**src/rtl/npc_seq.sv**
```systemverilog
// Next-PC sequencer: PC+4 or ID redirect, holds redirects that arrive during a fetch stall.
// Latency: pc_next/pc_en combinational; an unstalled redirect lands at the same posedge.
// Backpressure: stall forces pc_en=0 and pc_next=pc_cur; a held redirect is applied on the first unstalled cycle.
module npc_seq #(
    parameter logic [31:0] RESET_PC = 32'h0000_3000,
    parameter int          CNT_W    = 32
) (
    input  logic             clk,
    input  logic             reset,
    input  logic [31:0]      pc_cur,
    input  logic             stall,
    input  logic             redir_valid,
    input  logic [31:0]      redir_target,
    output logic [31:0]      pc_next,
    output logic             pc_en,
    output logic             redir_pending,
    output logic             misalign_err,
    output logic [CNT_W-1:0] fetch_cnt
);

    typedef enum logic {
        RUN  = 1'b0,
        HELD = 1'b1
    } state_t;

    state_t      state, state_nxt;
    logic [31:0] pend_tgt, pend_nxt;
    logic [31:0] tgt_a;
    logic        tgt_misaligned;

    // Targets are always word-aligned before use; the dropped bits only feed the error flag.
    assign tgt_a          = {redir_target[31:2], 2'b00};
    assign tgt_misaligned = redir_valid && (redir_target[1:0] != 2'b00);
    assign redir_pending  = (state == HELD);

    always_ff @(posedge clk) begin
        if (reset) begin
            state        <= RUN;
            pend_tgt     <= RESET_PC;
            misalign_err <= 1'b0;
            fetch_cnt    <= '0;
        end else begin
            state    <= state_nxt;
            pend_tgt <= pend_nxt;
            if (tgt_misaligned) begin
                misalign_err <= 1'b1;
            end
            if (pc_en) begin
                fetch_cnt <= fetch_cnt + CNT_W'(1);
            end
        end
    end

    always_comb begin
        pc_en     = 1'b0;
        pc_next   = pc_cur;
        state_nxt = state;
        pend_nxt  = pend_tgt;
        if (reset) begin
            pc_next   = RESET_PC;
            state_nxt = RUN;
        end else begin
            case (state)
                HELD: begin
                    if (stall) begin
                        if (redir_valid) begin
                            pend_nxt = tgt_a;
                        end
                    end else begin
                        pc_en     = 1'b1;
                        pc_next   = redir_valid ? tgt_a : pend_tgt;
                        state_nxt = RUN;
                    end
                end
                default: begin
                    if (stall) begin
                        if (redir_valid) begin
                            pend_nxt  = tgt_a;
                            state_nxt = HELD;
                        end
                    end else begin
                        pc_en     = 1'b1;
                        pc_next   = redir_valid ? tgt_a : pc_cur + 32'd4;
                        state_nxt = RUN;
                    end
                end
            endcase
        end
    end

endmodule
```
**config.mk**
```make
export PLATFORM = sky130hd
export DESIGN_NAME = npc_seq
export DESIGN_NICKNAME = d
export VERILOG_FILES = /design/src/rtl/npc_seq.sv
export SDC_FILE = /design/constraint.sdc
export NUM_CORES = 1
export LEC_CHECK = 0
export ABC_AREA = 1
export BUFFER_PORTS_ARGS = -buffer_cell sky130_fd_sc_hd__buf_2
export CAP_MARGIN = 20
export CORE_MARGIN = 4
export CORE_UTILIZATION = 35
export CTS_BUF_LIST = sky130_fd_sc_hd__clkbuf_4
export CTS_CLUSTER_SIZE = 8
export DETAILED_ROUTE_END_ITERATION = 12
export PLACE_DENSITY_LB_ADDON = 0.05
export SLEW_MARGIN = 10
export SYNTH_ARGS = -nofsm -noshare
export SYNTH_HDL_FRONTEND = slang
export SYNTH_SLANG_ARGS = --single-unit
```
**constraint.sdc**
```tcl
create_clock -name clk -period 2.09 [get_ports clk]
set_input_delay 0.1045 -clock clk [delete_from_list [all_inputs] [get_ports clk]]
set_output_delay 0.1045 -clock clk [all_outputs]
set_load 0.05 [all_outputs]
```
Word-level counts from Yosys, hierarchy flattened
Cells that the tools add are included.

Bits in registers: 66. Input port bits: 68. Output and inout bits: 67. Logic and storage cells: 20.

$add $sub $neg: 2. Muxes and demuxes: 12. Reduce and logical (&&, ||, !) cells: 2.

Operator list (count): $mux W32 (6); $add A32 B1 Y32 const B (1); $add A32 B3 Y32 const B (1); $mux W1 (6); $reduce_bool A2 Y1 (1); $logic_and A1 B1 Y1 (1).

Depth between registers and ports, before layout
Gate-level depths: netlist (run 1).

Depth after elaboration: 5. Mapped depth: 11. Depth with buffers taken out: 10.

Worst setup path before layout (run 1)
OpenSTA, ideal clock, no wires.

Path kind: register -> output. Start: register state (netlist: redir_pending). End: output pc_next[4]. Arrival time: 2.384 ns. Required time: 1.986 ns. Setup slack: -0.398 ns. Cell stages (with the launch flop): 7. Path buffers: 0. Cells stage by stage: dfxtp_1 -> inv_1 -> nand2_1 -> inv_1 -> nand2_1 -> o21ai_0 -> a211oi_1.

Word-level cells in the longest chain between the ends: 2.

Ends and longest elaborated chain: start: declaration (line 26) `state_t state, state_nxt;`; start signal: assignment (line 43) `state <= state_nxt;`; $mux W32 (line 63) `case (state)`; $mux W32 (line 59) `if (reset) begin`; end: declaration (line 14) `output logic [31:0] pc_next,`.

Every way passes these cells.

Worst setup path in the final report (run 1)
Start: register state (netlist: redir_pending). End: output pc_next[16].

The elaborated chain is that of the path after synthesis.

==> metrics.yaml, run 1 <==
fin_crit_sh_pct: 95.3
power_frac_seq_pct: 42.7
grt_pass1_wl_um: 29300
max_slew.worst_pin.slew_ns: 0.478
crit_path_start_kind: "register"
p_switching_uw: 1130
skew_ns: 0.0111
setup-tns-final_ns: 0
p_leak_uw: 0.00295
grt_max_degree: 39
worstPathArrival_ns: 1.89
path_max_fanout: 23
worstPathBufferInverterCount: 2
yosysWarnings: 0
synth_top_flop_cell: "dfxtp_1"
synthCells: 888
cap_violations: 0
die_x_um: 128
hold_start: "redir_target[13]"
fill_cells: 1569
setup_slack_ns: 0.0986
dr.pass1.iters: 7
drc: 0
rr_startpoint: "fetch_cnt[1]"
ys_ff_latch: 66
period_minus_slack_ns: 1.99
pwr-share-clk_pct: 27.0
die_h_um: 128
slowest_delay_ns: 0.39
holdWs_ns: 0.0692
final_core_util_pct: 46.9
post-dp-hpwl_um: 14300
synth_area_per_cell_um2: 5.70
vias: 6169
p_int_uw: 1980
final_cell_mix: "250 x nand2_1, 172 x nor2_1, 116 x buf_2, 79 x inv_1, 75 x o21ai_0"
drtIter0Drc: 372
diodes: 0
setup_violations: 0
async_flop_share_pct: 0
power_uw: 3110
cp_slowest_cell: "dfxtp_4"
grt_pass1_vias: 5616
path_clk_slew_ns: 0.10
crit_chain: "nand2_1 -> inv_2 -> nand3_1 -> o211ai_1 -> a21oi_2 -> buf_2"
grt_remaining_overflow: 0
synth_nets: 958
worstPathRequired_ns: 1.99
cts_buffers: 9
critPathCaptureType: "primary output"
yosysSeqAreaShare_pct: 26.1
post_drt_wl_per_cell_um: 15.0
peakVddDrop_uv: 354
max-slew-margin-rel_pct: 67.8
ant_nets: 0
p_comb_share_pct: 30.3
viasPerCell: 4.99
power.density_nw_per_um2: 471
htreeDepth: 3
core_um2: 14000
reg2reg_slack_ns: 0.32
grt.total_usage_pct: 22.3
status: "finished, final reports clean"
maxSlewViolCount: 0
layout_commonest_cell: "nand2_1"
antenna_found_initial: 0
drive_gt1_share_pct: 20.9
initial_core_util_pct: 36.0
cts_tree: "done"
dieArea_um2: 16400
area_delta_synth_final_pct: 30.3
routed_wl_um: 18600
row_count: 43
fmax_mhz: 502
clkSinkCount: 66
nets: 1124
port_buffers: 134
ios: 135
clock_latency_ns: 0.45
syn_area_um2: 5060
dp_slack_ns: 0.294
routabilityCongestion: 0.958
synth_cell_types: 43
rsz0062_at_grt: "no"
hold_violations: 0
swShare_pct: 36.3
synth_edf_count: 0
clk_path_buf_depth: 2
critPathKind: "register to primary output"
cts-root-buf: "clkbuf_4"
path_delay_family: "buffers and inverters"
hp-class: "input port to register"
crit_path_start: "redir_pending"
[cell usage after synthesis (all sizes together), types with 5 or more instances]
library cell | count | area, µm²
a21oi | 41 | 205
a31oi | 18 | 113
buf | 11 | 55.1
clkbuf | 24 | 90.1
dfxtp | 66 | 1320
inv | 85 | 324
nand2 | 256 | 990
nand3 | 74 | 410
nand4 | 5 | 31.3
nor2 | 185 | 793
nor3 | 5 | 25.0
o21ai | 79 | 395
o21bai | 9 | 67.6
[layout make-up]
cell class,instances,area (µm²),share of cell area (%)
clock buffer,10,75.1,1.14
clock inverter,4,45.0,0.683
inverter,86,333,5.05
multi-input combinational,701,3330,50.5
sequential,66,1330,20.1
tap,180,225,3.42
timing repair buffer,190,1260,19.2
[through the flow]
| stage | area, µm² | std cells |
|---|---|---|
| floorplan | 5120 | 888 |
| global placement | 6040 | 1189 |
| detailed placement | 6040 | 1189 |
| CTS | 6550 | 1234 |
| global route | 6590 | 1237 |
| finish | 6590 | 1237 |
[power by group through the flow]
stage               sequential [µW]  clock (µW)  combinational [µW]
global placement               1350           0                 856
global route                   1330         927                1020
CTS                            1330         891                 925
floorplan                      1370           0                 539
detailed placement             1360           0                 849
finish                         1330         838                 941
[flip-flops by register name, indices dropped and copies added, names as in the netlist]
register / cells
fetch_cnt: 32
misalign_err: 1
pend_tgt: 32
redir_pending: 1
[worst reg2reg max path, delay by kind of cell (launching register included)]
family                   cells  cell delay [ns]
flip-flops                   1             0.46
adder cells (fa/ha/maj)      1             0.30
AO/OA/AOI/OAI                1             0.15
AND/OR/NAND/NOR              6             0.77
[metal layers]
metal	wire (µm)	track usage [%]	vias up
li1	-	-	3208
met1	9320	32.7	2738
met2	7700	32.8	201
met3	1240	4.67	22
met4	292	6.37	0
met5	0	0	-
[path summary, 6_finish.rpt]
check                  endpoint  cells after the start
hold / removal     pend_tgt[13]                      5
setup reg to reg  fetch_cnt[20]                      8
setup / recovery    pc_next[16]                      6
hold reg to reg     pend_tgt[1]                      2
[repair_timing]
item | in CTS | in global routing
pin swaps | 1 | 1
endpoints found under the hold margin | 29 | 0
gates resized for setup | 28 | 3
endpoints found under the setup margin | 20 | 13
setup buffers | 1 | 3
hold buffers | 30 | 0
[cells by family after synthesis]
family                   after synthesis  synth area share, %
AO/OA/AOI/OAI                        163                 17.8
XOR/XNOR                               2                0.346
adder cells (fa/ha/maj)                2                0.495
buffers and inverters                121                 9.38
flip-flops                            66                 26.1
AND/OR/NAND/NOR                      534                 45.8
Power figures use the tool's default switching activity.
==> run 2: changes to the inputs <==
--- a/config.mk
+++ b/config.mk
@@ -14,6 +14,7 @@
 export CTS_CLUSTER_SIZE = 8
 export DETAILED_ROUTE_END_ITERATION = 12
 export PLACE_DENSITY_LB_ADDON = 0.05
+export REMOVE_ABC_BUFFERS = 1
 export SLEW_MARGIN = 10
 export SYNTH_ARGS = -nofsm -noshare
 export SYNTH_HDL_FRONTEND = slang
==> run 2 against run 1 <==
Effect of this change: die area did not move; clock skew increased by 0.0027 ns; wire length shrank 6.4%; non-clock buffer count down 7; critical path depth increased by 1; sequential cell count unchanged; combinational power down 7.1%; total power grew 4.3%; critical path type unchanged.
==> metrics.yaml, run 2 (same netlist as run 1, synthesis figures left out) <==
vias: 5959  # -3.4%
fin_crit_sh_pct: 93.0  # -2.3 points
reg_top3: "fetch_cnt (32), pend_tgt (32)"
nets: 1117  # -0.62%
grt.met2_usage_pct: 38.2  # +5.4 points
grt-busiest-layer: "met2"
hold_violations: 0  # unchanged
drc: 0  # unchanged
crit_path_start: "redir_pending"
skew_ns: 0.0139  # +0.00275 ns
setup_violations: 0  # unchanged
ios: 135  # unchanged
core_um2: 14000  # unchanged
cts_tree: "done"
grtUsageMet3_pct: 4.00  # -0.67 points
maxSlewViolCount: 0  # unchanged
clock_latency_ns: 0.46  # about the same
path_max_fanout: 23  # unchanged
die_h_um: 128  # unchanged
clkSinkCount: 66  # unchanged
antenna_found_initial: 0  # unchanged
critPathKind: "register to primary output"
rr_startpoint: "fetch_cnt[1]"
grt_remaining_overflow: 0  # unchanged
fmax_mhz: 515  # +2.5%
routed_wl_um: 17400  # -6.4%
cts_setup_buffers: 0  # -1
worstPathArrival_ns: 1.84  # -0.05 ns
grt_pass1_wl_um: 28200  # -4.1%
grt_pass1_vias: 5705  # +1.6%
htreeDepth: 3  # unchanged
peakVddDrop_uv: 337  # -4.9%
period_minus_slack_ns: 1.94  # -0.0483 ns
crit_end: "pc_next[26]"
cap_violations: 0  # unchanged
area_delta_synth_final_pct: 28.1
fill_cells: 1551  # -1.1%
multi_input_area_um2: 3280  # -1.5%
critPathCaptureType: "primary output"
clk_path_buf_depth: 2  # unchanged
dieArea_um2: 16400  # unchanged
viasPerCell: 4.84  # -3.0%
path_clk_slew_ns: 0.12  # +0.02 ns
layout_commonest_cell: "nand2_1"
cts-root-buf: "clkbuf_4"
port_buffers: 134  # unchanged
final_cell_mix: "250 x nand2_1, 171 x nor2_1, 128 x buf_2, 81 x inv_1, 75 x o21ai_0"
ant_nets: 0  # unchanged
grt_max_degree: 35  # -10%
worstPathRequired_ns: 1.99  # about the same
status: "finished, final reports clean"
seqCellArea_um2: 1320  # -0.28%
grt.total_usage_pct: 21.3  # -1.1 points
reg2reg_slack_ns: 0.43  # +0.11 ns
die_x_um: 128  # unchanged
hp-class: "input port to register"
cts_buffers: 9  # unchanged
drtIter0Drc: 353  # -5.1%
power_uw: 3240  # +4.3%
r2r-end: "fetch_cnt[20]"
initial_core_util_pct: 36.0  # unchanged
post-dp-hpwl_um: 13100  # -8.4%
rr_worst_depth: 8  # unchanged
p_leak_uw: 0.00293  # -0.57%
max_slew.worst_pin.slew_ns: 0.438  # -0.0399 ns
diodes: 0  # unchanged
crit_path_start_kind: "register"
rsz0062_at_grt: "no"
dr.pass1.iters: 5  # -2
holdWs_ns: 0.0893  # +0.0202 ns
max-slew-margin-rel_pct: 70.7  # +2.9 points
drive_gt1_share_pct: 19.4  # -1.5 points
routabilityCongestion: 0.911  # -5.0%
post_drt_wl_per_cell_um: 14.1  # -6.0%
grt_util_met1_pct: 25.3  # -7.4 points
row_count: 43  # unchanged
power.density_nw_per_um2: 500  # +6.1%
run 2: cell count changes in the layout (fill, tap and decap cells not counted), moves of 2 or more:
cell / delta
a211oi_1: +3
a211oi_2: -3
a21oi_1: +8
a21oi_2: -8
buf_2: +12
buf_4: -14
buf_6: -6
clkinv_1: -3
clkinv_2: +2
clkinvlp_4: -2
inv_1: +2
inv_2: -2
run 2: stage by stage:
stage | TNS [ns] | cell area [µm²] | worst slack, ns | instances | util (%)
2_1_floorplan | -3.26 | 4910 | -0.609 | 853 | -
3_3_place_gp | 0 | 5960 | 0.276 | 1185 | 42.4
3_5_place_dp | 0 | 5960 | 0.217 | 1185 | 42.4
4_1_cts | 0 | 6440 | 0.00169 | 1232 | 45.9
5_1_grt | 0 | 6480 | 0.00340 | 1232 | 46.1
6_report | 0 | 6480 | 0.147 | 1232 | 46.1
run 2: worst min path at each step:
stage	startpoint	endpoint	slack, ns	depth (start not counted)
4_1_cts	stall	fetch_cnt[2]	0.04	4
2_1_floorplan	reset	fetch_cnt[26]	0.17	1
3_3_place_gp	redir_target[4]	pend_tgt[4]	0.35	3
5_1_grt	redir_target[12]	pend_tgt[12]	0.11	5
3_5_place_dp	redir_target[9]	pend_tgt[9]	0.35	3
6_report	redir_target[12]	pend_tgt[12]	0.09	5
run 2: worst max-delay path, cell delays in order, from the launching register on:
cell and delay, ns:
dfxtp_1 0.33, buf_4 0.15, nand2_2 0.11, inv_6 0.10, a31oi_1 0.15, o21ai_0 0.12
a21oi_2 0.19, buf_4 0.23
run 2: what timing repair did:
| item | 4_1_cts | 5_1_grt |
|---|---|---|
| gates resized for setup | 7 | 14 |
| endpoints found under the setup margin | 19 | 24 |
| pin swaps | 0 | 0 |
| hold buffers | 31 | 0 |
| endpoints found under the hold margin | 32 | 0 |
run 2: area by class of cell:
type	instances	area share (%)
flip-flops and latches	66	20.4
repair buffers	183	17.8
well taps	180	3.48
inverters	86	5.20
clock inverters	5	1.22
clock buffers	11	1.28
multi-input cells	701	50.6
run 2: routing by layer:
| layer | up-vias | part of all wire, % |
|---|---|---|
| met5 | - | 0 |
| met3 | 33 | 4.5 |
| met4 | 0 | 2.3 |
| li1 | 3198 | - |
| met1 | 2591 | 44 |
| met2 | 137 | 50 |
run 2: power by group:
group | total [µW] | internal (µW) | switching [µW]
Clock | 1040 | 510 | 529
Combinational | 874 | 285 | 589
Sequential | 1330 | 1300 | 22.9
Total | 3240 | 2100 | 1140
